File: src/rtl/uart_pkg.sv
// rtl/uart_pkg.sv - shared encodings for the ROM message sequencer
//
// Purpose : FSM state encoding (3 bits) and end_reason status codes used by
//           rom_msg_sequencer and its benches.
// Contents: seq_state_t  - sequencer FSM states
//           end_reason_t - completion status reported on end_reason
package uart_pkg;

   typedef enum logic [2:0] {
      ST_IDLE      = 3'd0,
      ST_FETCH     = 3'd1,
      ST_CHECK     = 3'd2,
      ST_WAIT_TX   = 3'd3,
      ST_SEND      = 3'd4,
      ST_WAIT_BUSY = 3'd5,
      ST_NEXT      = 3'd6,
      ST_DONE      = 3'd7
   } seq_state_t;

   typedef enum logic [1:0] {
      ER_NONE  = 2'd0,
      ER_TERM  = 2'd1,
      ER_WRAP  = 2'd2,
      ER_ABORT = 2'd3
   } end_reason_t;

endpackage

File: src/rtl/rom_msg_sequencer.sv
// rtl/rom_msg_sequencer.sv - single-shot, abortable ROM-to-UART message player
//
// Purpose : On an accepted go, walks a synchronous ROM from start_addr, stops
//           on the terminator byte, on address wrap-around or on abort, and
//           hands every other byte to uart_tx with a start/ready handshake.
// Ports   : clk, rst_n        - clock, asynchronous active-low reset
//           go, abort         - start request (IDLE only), stop request
//           start_addr        - first ROM address, captured on accepted go
//           rom_addr/rom_data - registered ROM address, ROM read data
//           tx_data/tx_start  - byte and one-cycle start pulse to uart_tx
//           tx_ready          - uart_tx idle indication
//           busy/done         - sequence active, one-cycle completion pulse
//           end_reason        - NONE/TERM/WRAP/ABORT, held until next go
//           sent_count        - bytes started in the current/last sequence
module rom_msg_sequencer
   import uart_pkg::*;
#(
   parameter int                    ADDR_WIDTH = 5,
   parameter int                    DATA_WIDTH = 8,
   parameter logic [DATA_WIDTH-1:0] TERMINATOR = 8'h00
) (
   input  logic                  clk,
   input  logic                  rst_n,
   input  logic                  go,
   input  logic                  abort,
   input  logic [ADDR_WIDTH-1:0] start_addr,
   output logic [ADDR_WIDTH-1:0] rom_addr,
   input  logic [DATA_WIDTH-1:0] rom_data,
   output logic [DATA_WIDTH-1:0] tx_data,
   output logic                  tx_start,
   input  logic                  tx_ready,
   output logic                  busy,
   output logic                  done,
   output logic [1:0]            end_reason,
   output logic [ADDR_WIDTH:0]   sent_count
);

   localparam logic [ADDR_WIDTH-1:0] ADDR_ONE  = {{(ADDR_WIDTH-1){1'b0}}, 1'b1};
   localparam logic [ADDR_WIDTH:0]   COUNT_ONE = {{ADDR_WIDTH{1'b0}}, 1'b1};

   seq_state_t            state;
   logic [ADDR_WIDTH-1:0] start_q;
   logic                  abort_pending;
   logic [ADDR_WIDTH-1:0] addr_inc;

   // Plain binary increment; the natural overflow gives the modulo-2^N wrap.
   always_comb begin
      addr_inc = rom_addr + ADDR_ONE;
   end

   always_ff @(posedge clk or negedge rst_n) begin
      if (!rst_n) begin
         state         <= ST_IDLE;
         start_q       <= '0;
         abort_pending <= 1'b0;
         rom_addr      <= '0;
         tx_data       <= '0;
         tx_start      <= 1'b0;
         busy          <= 1'b0;
         done          <= 1'b0;
         end_reason    <= ER_NONE;
         sent_count    <= '0;
      end else begin
         case (state)
            ST_IDLE: begin
               tx_start <= 1'b0;
               done     <= 1'b0;
               if (go) begin
                  rom_addr      <= start_addr;
                  start_q       <= start_addr;
                  sent_count    <= '0;
                  end_reason    <= ER_NONE;
                  abort_pending <= 1'b0;
                  busy          <= 1'b1;
                  state         <= ST_FETCH;
               end
            end

            // ROM is registering rom_addr this cycle; data is usable in CHECK.
            ST_FETCH: begin
               if (abort) begin
                  end_reason <= ER_ABORT;
                  done       <= 1'b1;
                  state      <= ST_DONE;
               end else begin
                  state <= ST_CHECK;
               end
            end

            // Abort outranks the terminator when both hit this cycle.
            ST_CHECK: begin
               if (abort) begin
                  end_reason <= ER_ABORT;
                  done       <= 1'b1;
                  state      <= ST_DONE;
               end else if (rom_data == TERMINATOR) begin
                  end_reason <= ER_TERM;
                  done       <= 1'b1;
                  state      <= ST_DONE;
               end else begin
                  tx_data <= rom_data;
                  state   <= ST_WAIT_TX;
               end
            end

            // Nothing has been started yet, so abort can still drop the byte.
            ST_WAIT_TX: begin
               if (abort) begin
                  end_reason <= ER_ABORT;
                  done       <= 1'b1;
                  state      <= ST_DONE;
               end else if (tx_ready) begin
                  tx_start   <= 1'b1;
                  sent_count <= sent_count + COUNT_ONE;
                  state      <= ST_SEND;
               end
            end

            ST_SEND: begin
               tx_start <= 1'b0;
               if (abort) begin
                  abort_pending <= 1'b1;
               end
               state <= ST_WAIT_BUSY;
            end

            // Holding here until uart_tx drops ready keeps a stale ready from
            // launching the next byte twice.
            ST_WAIT_BUSY: begin
               if (abort) begin
                  abort_pending <= 1'b1;
               end
               if (!tx_ready) begin
                  state <= ST_NEXT;
               end
            end

            // Byte boundary: a pending (or fresh) abort outranks wrap detection.
            ST_NEXT: begin
               rom_addr <= addr_inc;
               if (abort_pending || abort) begin
                  end_reason <= ER_ABORT;
                  done       <= 1'b1;
                  state      <= ST_DONE;
               end else if (addr_inc == start_q) begin
                  end_reason <= ER_WRAP;
                  done       <= 1'b1;
                  state      <= ST_DONE;
               end else begin
                  state <= ST_FETCH;
               end
            end

            ST_DONE: begin
               done          <= 1'b0;
               busy          <= 1'b0;
               abort_pending <= 1'b0;
               state         <= ST_IDLE;
            end

            default: begin
               tx_start <= 1'b0;
               done     <= 1'b0;
               busy     <= 1'b0;
               state    <= ST_IDLE;
            end
         endcase
      end
   end

endmodule
File: config.mk
export PLATFORM = sky130hd
export DESIGN_NAME = rom_msg_sequencer
export DESIGN_NICKNAME = d
export VERILOG_FILES = /design/src/rtl/uart_pkg.sv /design/src/rtl/rom_msg_sequencer.sv
export SDC_FILE = /design/constraint.sdc
export NUM_CORES = 1
export LEC_CHECK = 0
export ABC_CLOCK_PERIOD_IN_PS = 2170
export CAP_MARGIN = 10
export CORE_MARGIN = 10
export CORE_UTILIZATION = 45
export DETAILED_ROUTE_END_ITERATION = 7
export PLACE_DENSITY = 0.8
export RECOVER_POWER = 25
export SETUP_SLACK_MARGIN = 0.4
export SYNTH_ARGS = -nofsm -noshare
export SYNTH_HDL_FRONTEND = slang
export SYNTH_SLANG_ARGS = --single-unit
File: constraint.sdc
create_clock -name clk -period 2.17 [get_ports clk]
set_clock_uncertainty 0.1 [all_clocks]
set_input_delay 0.3255 -clock clk [delete_from_list [all_inputs] [get_ports clk]]
set_output_delay 0.3255 -clock clk [all_outputs]
set_load 0.005 [all_outputs]
==> qor.yml, run 1 <==
status: "complete, no violations"
netlist.area_leader.share: 0.451
die_y_um: 83.8
p_sw_frac: 0.369
drt_iter0_drc: 63
vias_per_cell: 5.23
synth_xor_xnor_area_share: 0.0478
syn_area_um2: 1830
power.leakage_nw: 1.17
critPathMaxFanout: 5
min_period_ps: 1820
cts_made_buffers: 5
p_seq_frac: 0.318
yosysWarningCount: 0
hold_viol_final: 0
ys.flop_type: "dfrtp_1"
synth_area_per_cell_um2: 9.70
fmax_mhz: 550
root_buffer: "clkbuf_8"
p_per_area_nw_per_um2: 1380
num_antenna_cells: 0
final_layout_size_suffix_gt1_frac: 0.263
ant_nets: 0
cts_tree: "built"
yosys_register_bits: 33
grt_pass1_vias: 1660
hold_path_class: "input port to register"
power_frac_clock: 0.119
post-route-period-util: 0.837
overflow: 0
utilization: 0.668
grt_max_degree: 34
wl_mm: 4.62
cts_sinks: 33
muxShareOfSynthArea: 0.0628
dr_total_vias: 1616
postCtsHoldBufs: 0
antenna_found_initial: 0
synth-seq-area-share: 0.451
max_cap_viol_count: 0
area_growth_pct: 44.7
worst_pin_slew_ps: 825
grtUsageTotal: 0.134
drtPass1Iterations: 5
synth-edff-count: 0
slew_violations: 0
synth_area_leaders: "dfrtp_1 (45%), nand2_1 (6.6%), mux2_2 (4.9%), nor2_1 (3.9%), o21ai_0 (3.0%)"
dieWidth_um: 83.8
regArea_um2: 831
internal_power_mw: 2.30
start_util: 0.462
die_area_um2: 7030
total_power_mw: 3.65
holdWs_ps: 366
design.core.area_um2: 3970
syn_nets: 209
clock_latency_ps: 280
async_reset_ff_frac: 1.00
drc_errors: 0
arrival_ps: 1880
row_count: 23
synth_cell_types: 52
setup_viol: 0
p_sw_mw: 1.35
multi_input_area_um2: 1010
synth-simple-area-share: 0.229
synth_most_common_cell: "dfrtp_1"
grt_pass1_wl_mm: 7.86
numPortBuffers: 41
yosys.area.top_type: "dfrtp_1"
clkTransAtPathRegs_ps: 60
io_pins: 42
synthCells: 189
required_ps: 2240
fill_cells: 331
startpoint_type: "register"
ir_drop_mv: 0.599
crit_type: "register to register"
comb_power_share: 0.563
clock_path_buffers: 2
avgRoutedWirePerCell_um: 14.9
htreeDepth: 2
slew_headroom: 0.450
dp.final_hpwl_mm: 3.37
synth_compound_area_frac: 0.164
rsz0062_at_grt: "yes"
synth_fa_ha_area_frac: 0.0137
endpoint_kind: "register"
nets: 278
routabilityCongestion: 0.799
netlist_top_cells_count: "dfrtp_1 (33), nand2_1 (32), nor2_1 (19)"
synth_top_family_by_area: "simple AND/OR/NAND/NOR gates"
-- cells by family after synthesis --
kind of cell    after synthesis
mux                          10
simple gates                 79
xor+xnor                     10
compound gates               41
flops                        33
buf+inv                      14
fa+ha+maj                     2
-- flip-flops by register name, indices dropped and copies added (netlist names) --
signal / flops
tx_start: 1
state: 3
rom_addr: 5
abort_pending: 1
busy: 1
done: 1
sent_count: 6
tx_data: 8
end_reason: 2
start_q: 5
-- metal layers --
metal	vias up	routed length [um]	global-route usage
met3	5	222	0.0469
met4	0	48	0.0518
met2	28	2330	0.218
met5	-	0	0
li1	805	-	-
met1	778	2020	0.158
-- metrics by stage --
step	setup TNS [ps]	cell area (um^2)	std cells	setup WS (ps)
floorplan	0	1850	189	320
global placement	-129	2400	287	-93.6
detailed placement	-276	2400	287	-153
CTS	0	2620	308	362
global route	0	2650	309	274
finish	0	2650	309	353
-- layout make-up --
cell class              count  share of cell area
multi-input cells         142               0.381
flip-flops and latches     33               0.313
repair buffers             70               0.243
clock buffers               6              0.0274
well taps                  50              0.0236
inverters                   6             0.00849
clock inverters             2             0.00377
-- worst paths after layout --
path                                         start                      to  slack [ps]  cells past startpoint
hold reg to reg             start_q[0]$_DFFE_PN0P_  start_q[0]$_DFFE_PN0P_         400                      2
setup / recovery           rom_addr[0]$_DFFE_PN0P_    state[1]$_DFFE_PN0P_         350                      7
setup reg to reg           rom_addr[0]$_DFFE_PN0P_    state[1]$_DFFE_PN0P_         350                      7
hold / removal                         rom_data[6]  tx_data[6]$_DFFE_PN0P_         370                      2
max in group asynchronous                    rst_n    state[1]$_DFFE_PN0P_         820                      2
min in group asynchronous                    rst_n  start_q[4]$_DFFE_PN0P_         570                      2
-- power by group through the flow --
stage          combinational [mW]  clock [mW]  sequential, mW
2_1_floorplan                1.03           0            1.12
3_3_place_gp                 1.73           0            1.16
3_5_place_dp                 1.76           0            1.17
4_1_cts                      2.00       0.455            1.15
5_1_grt                      2.26       0.484            1.20
6_report                     2.06       0.435            1.16
-- cell usage in the layout, fill, tap and decap left out, types with 2 or more instances in the layout --
| cell | instances |
|---|---|
| o21a_1 | 3 |
| nor4_4 | 2 |
| o21ai_1 | 2 |
| nand4_1 | 4 |
| nor2_1 | 19 |
| o22ai_1 | 2 |
| dfrtp_2 | 4 |
| a21oi_1 | 7 |
| buf_4 | 23 |
| xor2_1 | 6 |
| inv_1 | 5 |
| clkdlybuf4s50_1 | 31 |
| clkinv_2 | 2 |
| nand2b_1 | 2 |
| o21ai_0 | 9 |
| clkbuf_8 | 5 |
| mux2_2 | 8 |
| dlygate4sd2_1 | 7 |
| xnor2_1 | 2 |
| nand2_1 | 31 |
| nand3_1 | 3 |
| nor2b_1 | 3 |
| and3_1 | 2 |
| dfrtp_1 | 29 |
| buf_6 | 4 |
| clkdlybuf4s15_1 | 2 |
| xnor2_2 | 2 |
-- critical path, stage by stage (launching register included) --
cell,delay [ps]
dfrtp_2,430
ha_4,180
and4b_1,190
o211a_1,240
o211ai_2,90
buf_4,160
nand3_2,80
a32o_1,230
-- timing repair --
item / CTS / global route
endpoints found under the setup margin: 19 / 23
resized for setup: 19 / 10
buffers inserted: 13 / 1
pin swaps: 9 / 9
No activity file was read; power rests on OpenSTA's default activity.
==> run 2, diff against run 1 <==
--- a/config.mk
+++ b/config.mk
@@ -5,7 +5,7 @@
 export SDC_FILE = /design/constraint.sdc
 export NUM_CORES = 1
 export LEC_CHECK = 0
-export ABC_CLOCK_PERIOD_IN_PS = 2170
+export ABC_CLOCK_PERIOD_IN_PS = 1850
 export CAP_MARGIN = 10
 export CORE_MARGIN = 10
 export CORE_UTILIZATION = 45
==> constraint.sdc (replaced) <==
create_clock -name clk -period 1.85 [get_ports clk]
set_clock_uncertainty 0.1 [all_clocks]
set_input_delay 0.2775 -clock clk [delete_from_list [all_inputs] [get_ports clk]]
set_output_delay 0.2775 -clock clk [all_outputs]
set_load 0.005 [all_outputs]
==> run 2 against run 1 <==
  * The run now ends with setup timing left
  * Largest power group unchanged
  * Critical path type unchanged
  * Via count grew 22%
  * Global-route usage grew 3.1 points
  * Worst setup slack lost 410 ps
==> qor.yml, run 2 (synthesis results as in run 1) <==
status: "finished, violations left"
failed_checks: "setup timing"
slew_headroom: 0.442
slew_violations: 0
startpoint: "rom_addr[0]$_DFFE_PN0P_"
internal_power_mw: 3.22
antenna_found_initial: 0
p_per_area_nw_per_um2: 1690
power_frac_clock: 0.133
ff2ff_setup_slack_ps: -50
ant_nets: 0
endpoint_kind: "register"
drt-met1-wl_mm: 2.36
dr_total_vias: 1965
grt_max_degree: 34
die_area_um2: 7030
largest_register_ffs: 8
max_stage_delay_ps: 390
worst_r2r_startpoint: "rom_addr[0]$_DFFE_PN0P_"
critPathMaxFanout: 5
cts_tree: "built"
htreeDepth: 2
slowest_stage: "dfrtp_2"
startpoint_type: "register"
p_sw_frac: 0.387
final_cell_mix: "buf_4 (49), dlygate4sd2_1 (31), dfrtp_1 (28), nand2_1 (22), nor2_1 (19)"
post-route-period-util: 1.03
p_sw_mw: 2.03
min_period_ps: 1900
clock_path_buffers: 2
setup_viol: 3
start_util: 0.462
die_y_um: 83.8
crit_type: "register to register"
io_pins: 42
final_common_cell: "buf_4"
drtPass1Iterations: 4
path_cells: "buf_4 > nand3_1 > xnor2_1 > o211ai_2 > a31oi_2 > mux2_4"
routabilityCongestion: 0.878
comb_power_share: 0.611
wl_mm: 6.82
max_cap_viol_count: 0
p_seq_frac: 0.257
clock_latency_ps: 280
design.core.area_um2: 3970
required_ps: 1920
vias_per_cell: 5.68
grt_pass1_wl_mm: 9.62
power.leakage_nw: 1.49
total_power_mw: 5.25
setup_ws_ps: -54.8
num_antenna_cells: 0
cts_made_buffers: 5
row_count: 23
worst_pin_slew_ps: 837
numPortBuffers: 41
grt_pass1_vias: 1976
nets: 315
rr_worst_depth: 6
avgRoutedWirePerCell_um: 19.7
dieWidth_um: 83.8
dr_wl_met2_mm: 3.66
whs_path_depth: 2
reg.largest.list: "tx_data: 8 flops, sent_count: 6 flops"
cp-endpoint: "end_reason[0]$_DFFE_PN0P_"
maxUsedRoutingLayer: "met4"
r2r-end: "end_reason[0]$_DFFE_PN0P_"
area_growth_pct: 69.2
utilization: 0.781
rsz0062_at_grt: "yes"
overflow: 0
dp.final_hpwl_mm: 3.65
drt_iter0_drc: 167
drc_errors: 0
grtUsageTotal: 0.165
cts_sinks: 33
final_layout_size_suffix_gt1_frac: 0.419
dp.cells: 303
fin_cells: 346
arrival_ps: 1980
clkTransAtPathRegs_ps: 70
hold_path_class: "input port to register"
ir_drop_mv: 0.946
wl_met3_um: 410
fmax_mhz: 525
hold_viol_final: 0
top_register: "tx_data"
root_buffer: "clkbuf_8"
==> run 2: layout make-up <==
cell class | count | area [um^2]
fill | 237 | 870
multi-input combinational | 142 | 1130
clock buffer | 7 | 86.3
timing repair buffer | 107 | 938
clock inverter | 1 | 30.0
inverter | 6 | 22.5
sequential | 33 | 832
tap | 50 | 62.6
==> run 2: worst min path at each step <==
stage	from	end	slack, ps
final	rom_data[7]	tx_data[7]$_DFFE_PN0P_	360
after global routing	rom_data[3]	tx_data[3]$_DFFE_PN0P_	360
after CTS	rst_n	start_q[2]$_DFFE_PN0P_	310
after detailed placement	start_q[4]$_DFFE_PN0P_	start_q[4]$_DFFE_PN0P_	380
after global placement	start_q[4]$_DFFE_PN0P_	start_q[4]$_DFFE_PN0P_	380
after floorplan	rst_n	abort_pending$_DFFE_PN0P_	-120
==> run 2: power by group through the flow <==
| stage | clock network, mW | registers (mW) | logic [mW] |
|---|---|---|---|
| 2_1_floorplan | 0 | 1.32 | 1.28 |
| 3_3_place_gp | 0 | 1.35 | 2.30 |
| 3_5_place_dp | 0 | 1.36 | 2.35 |
| 4_1_cts | 0.703 | 1.32 | 2.78 |
| 5_1_grt | 0.731 | 1.39 | 3.45 |
| 6_report | 0.697 | 1.35 | 3.21 |
==> run 2: timing repair <==
action                                  in CTS  in global routing
cloned                                       0                  0
hold buffers                                 0                  0
gates resized for setup                     67                 24
pin swaps                                   23                 12
endpoints found under the setup margin      55                 34
setup buffers                               28                  7
==> run 2: metrics by stage <==
stage	setup WS [ps]	cell area, um^2	hold WS, ps	setup TNS [ps]
after CTS	37.0	2950	310	0
after global routing	-110	3100	357	-338
after global placement	-370	2560	377	-3190
after floorplan	0.0960	1890	-118	0
final	-54.8	3100	355	-112
after detailed placement	-427	2560	385	-4120
==> run 2: metal layers <==
metal,vias up,track usage
met5,-,0
met4,0,0.0594
met3,37,0.0410
met2,88,0.308
met1,961,0.173
li1,879,-
==> run 2: worst max-delay path: cells and delay by family (launching register included) <==
family                    cells  cell delay [ps]
muxes                         1              320
and+or+nand+nor               1              140
DFF                           1              390
buffers and inverters         1              150
AOI/OAI and AO/OA             2              390
xor gates and xnor gates      1              290
==> run 3, diff against run 2 <==
--- a/config.mk
+++ b/config.mk
@@ -10,9 +10,11 @@
 export CORE_MARGIN = 10
 export CORE_UTILIZATION = 45
 export DETAILED_ROUTE_END_ITERATION = 7
+export MAX_ROUTING_LAYER = met4
 export PLACE_DENSITY = 0.8
 export RECOVER_POWER = 25
 export SETUP_SLACK_MARGIN = 0.4
+export SKIP_LAST_GASP = 1
 export SYNTH_ARGS = -nofsm -noshare
 export SYNTH_HDL_FRONTEND = slang
 export SYNTH_SLANG_ARGS = --single-unit
==> run 3 against run 2 <==
  * The run still ends with setup timing left
  * Non-clock buffer count unchanged
  * Global-route usage is 0.51 points higher
  * Die area stayed put
  * Routed wire length fell by 4.2%
  * Utilization down 0.19 points
  * Critical endpoint unchanged
  * Largest cell class unchanged
==> qor.yml, run 3 (synthesis results as in run 1) <==
cp.buffers_inverters: 1
io_pins: 42
top_register: "tx_data"
routabilityCongestion: 0.892
drt_iter0_drc: 99
slew_violations: 0
reg.largest.list: "tx_data: 8 flops, sent_count: 6 flops"
worst_r2r_startpoint: "rom_addr[0]$_DFFE_PN0P_"
max_stage_delay_ps: 390
p_per_area_nw_per_um2: 1680
clock_latency_ps: 290
tns_ps: -93.9
total_power_mw: 5.21
critPathMaxFanout: 5
failed_checks: "setup timing"
startpoint_type: "register"
antenna_found_initial: 0
cts_made_buffers: 5
die_y_um: 83.8
ant_nets: 0
regArea_um2: 832
hold_path_class: "input port to register"
arrival_ps: 1990
min_to: "tx_data[7]$_DFFE_PN0P_"
holdWs_ps: 358
slew_headroom: 0.443
grt_pass1_vias: 1972
power.leakage_nw: 1.48
min_period_ps: 1920
overflow: 0
hold_viol_final: 0
r2r-end: "end_reason[0]$_DFFE_PN0P_"
final_cell_mix: "buf_4 (51), dlygate4sd2_1 (31), dfrtp_1 (28), nand2_1 (22), nor2_1 (19)"
crit_family: "flip-flops"
slowest_stage: "dfrtp_2"
rsz0062_at_grt: "yes"
design.core.area_um2: 3970
drc_errors: 0
endpoint_kind: "register"
final_common_cell: "buf_4"
drtPass1Iterations: 5
wl_mm: 6.54
dr_total_vias: 1936
vias_per_cell: 5.60
worst_pin_slew_ps: 835
avgRoutedWirePerCell_um: 18.9
ir_drop_mv: 0.941
htreeDepth: 2
cts_tree: "built"
dieWidth_um: 83.8
area_growth_pct: 68.8
post-route-period-util: 1.04
hp-start: "rom_data[7]"
utilization: 0.779
dpl_worst_slack_ps: -427
clkTransAtPathRegs_ps: 70
setup_viol: 2
fill_cells: 240
required_ps: 1920
whs_path_depth: 2
grtUsageTotal: 0.170
clock_path_buffers: 2
rr_worst_depth: 6
ff2ff_setup_slack_ps: -70
numPortBuffers: 41
root_buffer: "clkbuf_8"
postCtsHoldBufs: 0
max_cap_viol_count: 0
start_util: 0.462
crit_type: "register to register"
dp.cells: 303
setup_ws_ps: -71.1
final_layout_size_suffix_gt1_frac: 0.419
finalInstanceArea_um2: 3090
num_antenna_cells: 0
cts_sinks: 33
grt_max_degree: 34
multi_input_area_um2: 1130
fmax_mhz: 521
status: "finished, violations left"
nets: 315
placed_cell_area_um2: 2560
fin_cells: 346
dp.final_hpwl_mm: 3.65
grt_pass1_wl_mm: 9.65
die_area_um2: 7030
row_count: 23
largest_register_ffs: 8
path_cells: "buf_4 > nand3_1 > xnor2_1 > o211ai_2 > a31oi_2 > mux2_4"
## run 3: area by class of cell
cell class / count / share of cell area
clock buffer: 7 / 0.0279
clock inverter: 1 / 0.00970
inverter: 6 / 0.00728
multi-input combinational: 142 / 0.365
sequential: 33 / 0.269
tap: 50 / 0.0202
timing repair buffer: 107 / 0.301
## run 3: repair_timing
action	in CTS	in global routing
endpoints found under the hold margin	0	0
setup endpoints to repair	55	34
setup buffers	28	7
pin swaps	23	11
cloned	0	0
gates resized for setup	67	22
## run 3: how the worst max path moves through the flow
stage,start,end,slack [ps],cells after the start
finish,rom_addr[0]$_DFFE_PN0P_,end_reason[0]$_DFFE_PN0P_,-70,6
global route,rom_addr[0]$_DFFE_PN0P_,end_reason[0]$_DFFE_PN0P_,-150,6
CTS,rom_addr[0]$_DFFE_PN0P_,end_reason[0]$_DFFE_PN0P_,40,6
detailed placement,rom_data[5],end_reason[0]$_DFFE_PN0P_,-430,6
global placement,rom_data[5],end_reason[0]$_DFFE_PN0P_,-370,6
floorplan,rom_addr[0]$_DFFE_PN0P_,end_reason[0]$_DFFE_PN0P_,0.1,6
## run 3: metal layers
metal | wire length [um] | GRT usage | vias up
met3 | 249 | 0.0332 | 34
met4 | 320 | 0.0594 | 0
met2 | 3530 | 0.308 | 68
li1 | - | - | 876
met5 | 0 | - | -
met1 | 2430 | 0.180 | 958
## run 3: power by group
group	internal, mW	total (mW)	switching, mW
registers	1.05	1.34	0.294
logic	1.73	3.17	1.44
clock network	0.439	0.702	0.262
total	3.21	5.21	1.99
